### config.mk
export PLATFORM = sky130hd
export DESIGN_NAME = imm_decode_stage_flat
export DESIGN_NICKNAME = d
export VERILOG_FILES = /design/src/rtl/imm_decode_stage_if.sv /design/src/rtl/imm_decode_stage.sv /design/src/flat_wrapper.sv
export SDC_FILE = /design/constraint.sdc
export NUM_CORES = 1
export LEC_CHECK = 0
export CAP_MARGIN = 20
export CORE_MARGIN = 1.5
export CORE_UTILIZATION = 54
export CTS_CLUSTER_DIAMETER = 60
export DETAILED_ROUTE_END_ITERATION = 8
export PLACE_DENSITY = 0.86
export SLEW_MARGIN = 20
export SYNTH_ARGS = -nofsm -noshare
export SYNTH_HDL_FRONTEND = slang
export SYNTH_SLANG_ARGS = --single-unit
export TNS_END_PERCENT = 5
### constraint.sdc
create_clock -name clk -period 5.21 [get_ports clk]
set_input_delay 1.042 -clock clk [delete_from_list [all_inputs] [get_ports clk]]
set_output_delay 1.042 -clock clk [all_outputs]
set_load 0.05 [all_outputs]
### src/rtl/imm_decode_stage_if.sv
// Handshake bundle for imm_decode_stage: the fetch-side input channel and the execute-side output channel.
// The master modport is the fetch/execute environment; the slave modport is the decode stage.
interface imm_decode_stage_if #(
  parameter int XLEN  = 32,
  parameter int TAG_W = 32
);
  logic             in_valid;
  logic             in_ready;
  logic [31:0]      in_instr;
  logic [TAG_W-1:0] in_tag;

  logic             out_valid;
  logic             out_ready;
  logic [XLEN-1:0]  out_imm;
  logic [2:0]       out_type;
  logic             out_illegal;
  logic [TAG_W-1:0] out_tag;

  modport master (
    output in_valid, in_instr, in_tag, out_ready,
    input  in_ready, out_valid, out_imm, out_type, out_illegal, out_tag
  );

  modport slave (
    input  in_valid, in_instr, in_tag, out_ready,
    output in_ready, out_valid, out_imm, out_type, out_illegal, out_tag
  );
endinterface

### src/rtl/imm_decode_stage.sv
// Immediate decode stage: classifies the RV immediate format from the opcode, builds the extended
// immediate and buffers {imm, type, illegal, tag} in a 2-entry FIFO. Optional macro: IMM_DECODE_ZICSR_EN.
module imm_decode_stage #(
  parameter int XLEN  = 32,
  parameter int TAG_W = 32
) (
  input logic               clk,
  input logic               rst,
  input logic               flush,
  imm_decode_stage_if.slave bus
);

  localparam logic [2:0] TY_NONE = 3'd0;
  localparam logic [2:0] TY_I    = 3'd1;
  localparam logic [2:0] TY_S    = 3'd2;
  localparam logic [2:0] TY_B    = 3'd3;
  localparam logic [2:0] TY_U    = 3'd4;
  localparam logic [2:0] TY_J    = 3'd5;
  localparam logic [2:0] TY_Z    = 3'd6;

  localparam bit IS_RV64 = (XLEN == 64);

  logic [31:0]      w_instr;
  logic [6:0]       w_opcode;
  logic [2:0]       w_type;
  logic             w_illegal;
  logic [31:0]      w_imm32;
  logic [XLEN-1:0]  w_imm;

  assign w_instr  = bus.in_instr;
  assign w_opcode = w_instr[6:0];

  always_comb begin
    w_type    = TY_NONE;
    w_illegal = 1'b0;
    case (w_opcode)
      7'b0110111, 7'b0010111:             w_type = TY_U;
      7'b1101111:                         w_type = TY_J;
      7'b1100111, 7'b0000011, 7'b0010011: w_type = TY_I;
      7'b0011011: begin
        if (IS_RV64) w_type = TY_I;
        else         w_illegal = 1'b1;
      end
      7'b0100011:                         w_type = TY_S;
      7'b1100011:                         w_type = TY_B;
      7'b0110011:                         w_type = TY_NONE;
      7'b0111011:                         w_illegal = !IS_RV64;
      7'b1110011: begin
`ifdef IMM_DECODE_ZICSR_EN
        w_type = w_instr[14] ? TY_Z : TY_I;
`else
        w_type = TY_I;
`endif
      end
      default:                            w_illegal = 1'b1;
    endcase
  end

  always_comb begin
    w_imm32 = '0;
    case (w_type)
      TY_I: w_imm32 = {{20{w_instr[31]}}, w_instr[31:20]};
      TY_S: w_imm32 = {{20{w_instr[31]}}, w_instr[31:25], w_instr[11:7]};
      TY_B: w_imm32 = {{19{w_instr[31]}}, w_instr[31], w_instr[7], w_instr[30:25],
                       w_instr[11:8], 1'b0};
      TY_U: w_imm32 = {w_instr[31:12], 12'b0};
      TY_J: w_imm32 = {{11{w_instr[31]}}, w_instr[31], w_instr[19:12], w_instr[20],
                       w_instr[30:21], 1'b0};
      TY_Z: w_imm32 = {27'b0, w_instr[19:15]};
      default: w_imm32 = '0;
    endcase
  end

  // Every 32-bit form already carries its correct top bit (zero for Z and NONE),
  // so a plain sign-extension to XLEN covers all formats.
  assign w_imm = XLEN'($signed(w_imm32));

  logic [1:0]       r_count;
  logic             r_wr_ptr;
  logic             r_rd_ptr;
  logic [XLEN-1:0]  r_imm_mem     [2];
  logic [2:0]       r_type_mem    [2];
  logic             r_illegal_mem [2];
  logic [TAG_W-1:0] r_tag_mem     [2];

  logic w_in_ready;
  logic w_out_valid;
  logic w_push;
  logic w_pop;

  assign w_in_ready  = (r_count < 2'd2) && !rst;
  assign w_out_valid = (r_count != 2'd0);
  assign w_push      = bus.in_valid && w_in_ready && !flush;
  assign w_pop       = w_out_valid && bus.out_ready && !flush;

  always_ff @(posedge clk) begin
    if (rst || flush) begin
      r_count  <= 2'd0;
      r_wr_ptr <= 1'b0;
      r_rd_ptr <= 1'b0;
    end else begin
      r_count  <= r_count + {1'b0, w_push} - {1'b0, w_pop};
      r_wr_ptr <= r_wr_ptr ^ w_push;
      r_rd_ptr <= r_rd_ptr ^ w_pop;
    end
  end

  // Payload storage is never reset; an empty FIFO masks it at the outputs.
  always_ff @(posedge clk) begin
    if (w_push) begin
      r_imm_mem[r_wr_ptr]     <= w_imm;
      r_type_mem[r_wr_ptr]    <= w_type;
      r_illegal_mem[r_wr_ptr] <= w_illegal;
      r_tag_mem[r_wr_ptr]     <= bus.in_tag;
    end
  end

  assign bus.in_ready    = w_in_ready;
  assign bus.out_valid   = w_out_valid;
  assign bus.out_imm     = w_out_valid ? r_imm_mem[r_rd_ptr]     : '0;
  assign bus.out_type    = w_out_valid ? r_type_mem[r_rd_ptr]    : TY_NONE;
  assign bus.out_illegal = w_out_valid ? r_illegal_mem[r_rd_ptr] : 1'b0;
  assign bus.out_tag     = w_out_valid ? r_tag_mem[r_rd_ptr]     : '0;

endmodule

### src/flat_wrapper.sv
// flat-port wrapper written by rule: the top's interface ports become plain ports
module imm_decode_stage_flat 
#(
  parameter int XLEN  = 32,
  parameter int TAG_W = 32
)
  (clk, rst, flush, bus_in_valid, bus_in_instr, bus_in_tag, bus_out_ready, bus_in_ready, bus_out_valid, bus_out_imm, bus_out_type, bus_out_illegal, bus_out_tag);
  imm_decode_stage_if #(.XLEN(XLEN), .TAG_W(TAG_W)) bus_i ();
  input logic clk;
  input logic rst;
  input logic flush;
  input wire logic [$bits(bus_i.in_valid)-1:0] bus_in_valid;
  input wire logic [$bits(bus_i.in_instr)-1:0] bus_in_instr;
  input wire logic [$bits(bus_i.in_tag)-1:0] bus_in_tag;
  input wire logic [$bits(bus_i.out_ready)-1:0] bus_out_ready;
  output wire logic [$bits(bus_i.in_ready)-1:0] bus_in_ready;
  output wire logic [$bits(bus_i.out_valid)-1:0] bus_out_valid;
  output wire logic [$bits(bus_i.out_imm)-1:0] bus_out_imm;
  output wire logic [$bits(bus_i.out_type)-1:0] bus_out_type;
  output wire logic [$bits(bus_i.out_illegal)-1:0] bus_out_illegal;
  output wire logic [$bits(bus_i.out_tag)-1:0] bus_out_tag;
  assign bus_i.in_valid = bus_in_valid;
  assign bus_i.in_instr = bus_in_instr;
  assign bus_i.in_tag = bus_in_tag;
  assign bus_i.out_ready = bus_out_ready;
  assign bus_in_ready = bus_i.in_ready;
  assign bus_out_valid = bus_i.out_valid;
  assign bus_out_imm = bus_i.out_imm;
  assign bus_out_type = bus_i.out_type;
  assign bus_out_illegal = bus_i.out_illegal;
  assign bus_out_tag = bus_i.out_tag;
  imm_decode_stage #(.XLEN(XLEN), .TAG_W(TAG_W)) u_core (.clk(clk), .rst(rst), .flush(flush), .bus(bus_i));
endmodule
==> results of run 1 <==
-- power breakdown --
group,switching (mW),leakage (nW),total [mW],internal [mW]
clock network,0.415,0.306,1.26,0.842
registers,0.00532,1.39,1.25,1.25
logic,0.0889,1.14,0.168,0.0788
total,0.509,2.84,2.68,2.17
-- kinds of logic (layout without fill, tap and decap cells) --
group | after synthesis | after routing | share of synthesized area [%]
adders and majority gates | 4 | 4 | 0.845
xor gates and xnor gates | 4 | 4 | 0.591
muxes | 70 | 70 | 11.8
and+or+nand+nor | 109 | 109 | 8.66
buffers and inverters | 30 | 181 | 2.68
DFF | 140 | 140 | 70.3
AOI/OAI and AO/OA | 36 | 36 | 5.13
-- state kept, by name, indices dropped and copies added, names as in the netlist --
register	count
u_core.r_rd_ptr	1
u_core.r_illegal_mem	2
u_core.r_wr_ptr	1
u_core.r_type_mem	6
u_core.r_count	2
u_core.r_imm_mem	64
u_core.r_tag_mem	64
-- cell usage in the layout (no fill, tap or decap), types with 2 or more instances in the layout --
| cell type | n |
|---|---|
| buf_4 | 4 |
| a21oi_1 | 3 |
| mux2i_1 | 70 |
| a22o_1 | 4 |
| nor3b_1 | 2 |
| clkdlybuf4s50_1 | 138 |
| ha_4 | 2 |
| dfxtp_1 | 3 |
| nor3_1 | 3 |
| nand2_1 | 8 |
| clkbuf_8 | 6 |
| xor2_1 | 3 |
| a21o_1 | 19 |
| clkbuf_16 | 16 |
| inv_1 | 6 |
| edfxtp_1 | 136 |
| and2_1 | 10 |
| bufinv_16 | 4 |
| nor2_1 | 73 |
| ha_1 | 2 |
| clkbuf_1 | 4 |
-- worst reg2reg max path: stages (launching register included) --
cell and delay (ns):
dfxtp_1 0.36, nor4b_1 0.99, ha_4 0.91
-- stage by stage --
stage               cells  power (mW)
CTS                   684        2.69
global route          684        2.75
floorplan             393        1.36
global placement      652        1.44
detailed placement    652        1.44
finish                684        2.68
-- area by class of cell --
| type | instances | share of cell area [%] |
|---|---|---|
| Tap cell | 140 | 2.17 |
| Sequential cell | 140 | 51.7 |
| Timing Repair Buffer | 142 | 17.5 |
| Clock inverter | 6 | 1.65 |
| Inverter | 7 | 0.326 |
| Clock buffer | 26 | 6.18 |
| Multi-Input combinational cell | 223 | 20.4 |
-- routing by layer --
layer | vias up | share of wire, % | global-route usage (%)
li1 | 1729 | - | -
met1 | 1843 | 43 | 26.9
met3 | 10 | 5.7 | 5.51
met4 | 0 | 1.0 | 6.67
met2 | 148 | 50 | 36.9
met5 | - | 0 | 0
-- worst max-delay path by stage --
stage	startpoint	endpoint	slack (ns)	cells past startpoint
floorplan	flush	u_core.r_illegal_mem[0]	1.53	2
global placement	flush	u_core.r_imm_mem[0][21]	1.42	3
detailed placement	flush	u_core.r_imm_mem[0][26]	1.31	3
CTS	u_core.r_rd_ptr	bus_out_imm[11]	1.25	4
global route	u_core.r_rd_ptr	bus_out_imm[11]	1.16	4
finish	u_core.r_rd_ptr	bus_out_tag[20]	1.28	4
==> impl_metrics.json, run 1 <==
{
  "status": "finished clean",
  "hold_viol_final": 0,
  "nets": 604,
  "yosysMostFrequentCell": "edfxtp_1",
  "crit_arrival_ns": 2.89,
  "initial_utilization_pct": 55.1,
  "cts_tree": "built",
  "h-tree-depth": 4,
  "reg2reg_from": "u_core.r_count[1]",
  "min_from": "u_core.r_wr_ptr",
  "ff2ff_path_depth": 2,
  "gp_congestion": 0.863,
  "grt_overflow": 0,
  "die_area_mm2": 0.0116,
  "netlist_instances": 393,
  "die_w_um": 108,
  "timing.hold.ws_ns": 0.635,
  "dpl_worst_slack_ns": 1.31,
  "multiInputGateArea_mm2": 0.00164,
  "vias": 3730,
  "r2r-end": "u_core.r_imm_mem[0][5]",
  "crit_family": "buffers and inverters",
  "final_area_mm2": 0.00806,
  "remaining_drc_errors": 0,
  "final_util_pct": 75.0,
  "synth_edf_count": 136,
  "clockBufferDepth": 2,
  "clk_latency_ns": 0.51,
  "syn_area_mm2": 0.00593,
  "required_ns": 4.17,
  "tightest_slew_ns": 1.14,
  "ant_nets": 0,
  "finalSetupViolCount": 0,
  "ir_drop_mv": 0.198,
  "dpl_cell_area_mm2": 0.00742,
  "ys_top_cells_by_area": "edfxtp_1 69%, mux2i_1 12%, nor2_1 4.7%, a21o_1 2.4%, dfxtp_1 1.4%",
  "regArea_mm2": 0.00417,
  "track_usage_pct": 21.5,
  "post_cts_buffers": 0,
  "critPathMaxStageDelay_ns": 0.94,
  "powerDensity_mw_per_mm2": 332,
  "cts_resized": 0,
  "rrSetupSlack_ns": 2.52,
  "fin_skew_ns": 0.00694,
  "crit_buf_inv": 2,
  "hold_depth": 3,
  "slew_headroom_pct": 23.2,
  "row_count": 38,
  "synth_top_area_cell": "edfxtp_1",
  "setup_ws_ns": 1.28,
  "timing_worst_setup_path_type": "flop to primary output",
  "p_leak_nw": 2.84,
  "cap_violations": 0,
  "cts.sinks": 140,
  "grt_pass1_wl_um": 18400,
  "cts_buffers": 17,
  "synthArstFlopShare_pct": 0,
  "num-fill-cells": 672,
  "hold_class": "flop to flop",
  "cts_root_buf": "clkbuf_8",
  "drv_slew": 0,
  "yosys_register_bits": 140,
  "viasPerCell": 5.45,
  "ys_seq_area_share_pct": 70.3,
  "antenna_found_initial": 0,
  "clkTransAtPathRegs_ns": 0.06,
  "dp_hpwl_um": 7700,
  "yosys_warnings": 0,
  "diodes": 0,
  "ioPinCount": 139,
  "slowest_stage": "dfxtp_4",
  "cp-start-kind": "flop",
  "min_to": "u_core.r_wr_ptr",
  "yosys-top-cells-count": "136 x edfxtp_1, 74 x nor2_1, 70 x mux2i_1",
  "die_y_um": 108,
  "synth_ff_type": "edfxtp_1",
  "port_buffers": 138,
  "synth_cell_type_count": 42,
  "worstSetupEndpointType": "primary output",
  "drt_wl_total_um": 12400,
  "drtIter0Drc": 188,
  "cts_hold_buf": 0,
  "finalSetupTns_ns": 0,
  "fin_crit_sh_pct": 75.5,
  "grt_setup_unrepaired": "false",
  "drive_gt1_share_pct": 8.27,
  "firstDrtPassIters": 5,
  "fmaxAchievable_ghz": 0.254,
  "fin_crit_ns": 3.93,
  "path_max_fanout": 52,
  "yosysTopAreaCellShare_pct": 68.9,
  "routedWlPerCell_um": 18.2,
  "grt_max_degree": 69,
  "syn_nets": 466,
  "cp_cell_sequence": "buf_4, mux2i_1, nor2_1, clkdlybuf4s50_1",
  "grt_pass1_vias": 3689,
  "area_growth_pct": 35.9,
  "core_area_mm2": 0.0107,
  "synth_area_per_cell_um2": 15.1
}
Power figures use the tool's default switching activity.
==> inputs of run 2 (changes only) <==
--- a/config.mk
+++ b/config.mk
@@ -7,10 +7,10 @@
 export LEC_CHECK = 0
 export CAP_MARGIN = 20
 export CORE_MARGIN = 1.5
-export CORE_UTILIZATION = 54
+export CORE_UTILIZATION = 50
 export CTS_CLUSTER_DIAMETER = 60
 export DETAILED_ROUTE_END_ITERATION = 8
-export PLACE_DENSITY = 0.86
+export PLACE_DENSITY = 0.8
 export SLEW_MARGIN = 20
 export SYNTH_ARGS = -nofsm -noshare
 export SYNTH_HDL_FRONTEND = slang
==> constraint.sdc (replaced) <==
create_clock -name clk -period 3.8 [get_ports clk]
set_input_delay 0.76 -clock clk [delete_from_list [all_inputs] [get_ports clk]]
set_output_delay 0.76 -clock clk [all_outputs]
set_load 0.05 [all_outputs]
==> impl_metrics.json, run 2 (synthesized netlist as in run 1, its figures left out) <==
{
  "cts_tree": "built",
  "viasPerCell": 5.33,
  "grt_pass1_wl_um": 19100,
  "required_ns": 3.04,
  "met3_usage_pct": 5.44,
  "drive_gt1_share_pct": 8.94,
  "fin_skew_ns": 0.00662,
  "finalSetupTns_ns": 0,
  "ant_nets": 0,
  "initial_utilization_pct": 51.7,
  "fin_crit_ns": 3.51,
  "grt_use_met1_pct": 25.0,
  "clkTransAtPathRegs_ns": 0.06,
  "area_growth_pct": 37.1,
  "setup_ws_ns": 0.291,
  "ir_drop_mv": 0.296,
  "powerDensity_mw_per_mm2": 456,
  "finalSetupViolCount": 0,
  "status": "finished clean",
  "timing.hold.ws_ns": 0.625,
  "core_area_mm2": 0.0115,
  "dp_hpwl_um": 8300,
  "ioPinCount": 139,
  "cts.sinks": 140,
  "worstSetupEndpointType": "primary output",
  "hold_class": "flop to flop",
  "track_usage_pct": 20.3,
  "clockBufferDepth": 2,
  "hold_viol_final": 0,
  "die_w_um": 112,
  "fin_crit_sh_pct": 92.3,
  "drtIter0Drc": 198,
  "h-tree-depth": 4,
  "vias": 3685,
  "cap_violations": 0,
  "p_leak_nw": 2.87,
  "crit_arrival_ns": 2.75,
  "grt.busiest_layer": "met2",
  "cp-start-kind": "flop",
  "num-fill-cells": 773,
  "port_buffers": 138,
  "cts_resized": 0,
  "firstDrtPassIters": 5,
  "grt_setup_unrepaired": "false",
  "reg_top3": "u_core.r_imm_mem (64), u_core.r_tag_mem (64), u_core.r_type_mem (6)",
  "grtUsageMet2_pct": 34.6,
  "drt_wl_total_um": 12400,
  "path_max_fanout": 37,
  "final_util_pct": 70.8,
  "slew_headroom_pct": 46.0,
  "nets": 609,
  "finalPower_mw": 3.70,
  "die_area_mm2": 0.0125,
  "drv_slew": 0,
  "routedWlPerCell_um": 17.9,
  "row_count": 39,
  "final_common_cell": "clkdlybuf4s50_1",
  "final_cell_mix": "138 x clkdlybuf4s50_1, 136 x edfxtp_1, 73 x nor2_1",
  "clk_latency_ns": 0.41,
  "grt_overflow": 0,
  "remaining_drc_errors": 0,
  "fmaxAchievable_ghz": 0.285,
  "antenna_found_initial": 0,
  "dpl_worst_slack_ns": 0.704,
  "timing_worst_setup_path_type": "flop to primary output",
  "gp_congestion": 0.830,
  "cts_hold_buf": 0,
  "grt_max_degree": 38,
  "grt_pass1_vias": 3770,
  "post_cts_buffers": 0,
  "cts_root_buf": "clkbuf_16",
  "cts_buffers": 17,
  "diodes": 0,
  "tightest_slew_ns": 0.807,
  "die_y_um": 112
}
-- run 2: cell types whose count changed in the layout (fill, tap and decap cells not counted), sizes merged --
cell	previous run	this run
buf	4	9
bufinv	4	5
clkbuf	26	20
clkinv	1	4
inv	7	8
-- run 2: cell type report --
| type | count | area (um^2) | share of cell area [%] |
|---|---|---|---|
| clock buffer | 20 | 437 | 5.38 |
| clock inverter | 11 | 193 | 2.37 |
| inverter | 7 | 26.3 | 0.323 |
| multi-input combinational | 223 | 1640 | 20.1 |
| sequential | 140 | 4170 | 51.3 |
| tap | 143 | 179 | 2.20 |
| timing repair buffer | 147 | 1490 | 18.3 |
-- run 2: final timing paths --
kind	start	to	slack [ns]	depth (start not counted)
hold reg to reg	u_core.r_wr_ptr	u_core.r_wr_ptr	0.62	3
setup / recovery	u_core.r_count[1]	bus_out_tag[26]	0.29	4
setup reg to reg	u_core.r_count[1]	u_core.r_count[1]	0.96	11
hold / removal	u_core.r_wr_ptr	u_core.r_wr_ptr	0.62	3
-- run 2: layer usage --
layer  vias up  share of wire [%]
met4         0                1.4
met1      1809                 42
met3        12                5.0
met5         -                  0
met2       116                 51
li1       1748                  -
-- run 2: worst max-delay path, stage by stage, from the launching register on --
cell,delay [ns]
dfxtp_1,0.37
nor2_4,0.63
buf_4,0.49
nor2_1,0.10
clkdlybuf4s50_1,0.72
-- run 2: where the power goes --
part,switching [mW],total [mW],internal [mW]
logic,0.123,0.233,0.110
clock network,0.594,1.75,1.16
registers,0.00585,1.71,1.71
total,0.722,3.70,2.98
-- run 2: stage by stage --
step / std cells / cell area, um^2
6_report: 691 / 8120
5_1_grt: 691 / 8120
4_1_cts: 691 / 8120
3_5_place_dp: 660 / 7490
3_3_place_gp: 660 / 7490
2_1_floorplan: 393 / 5930
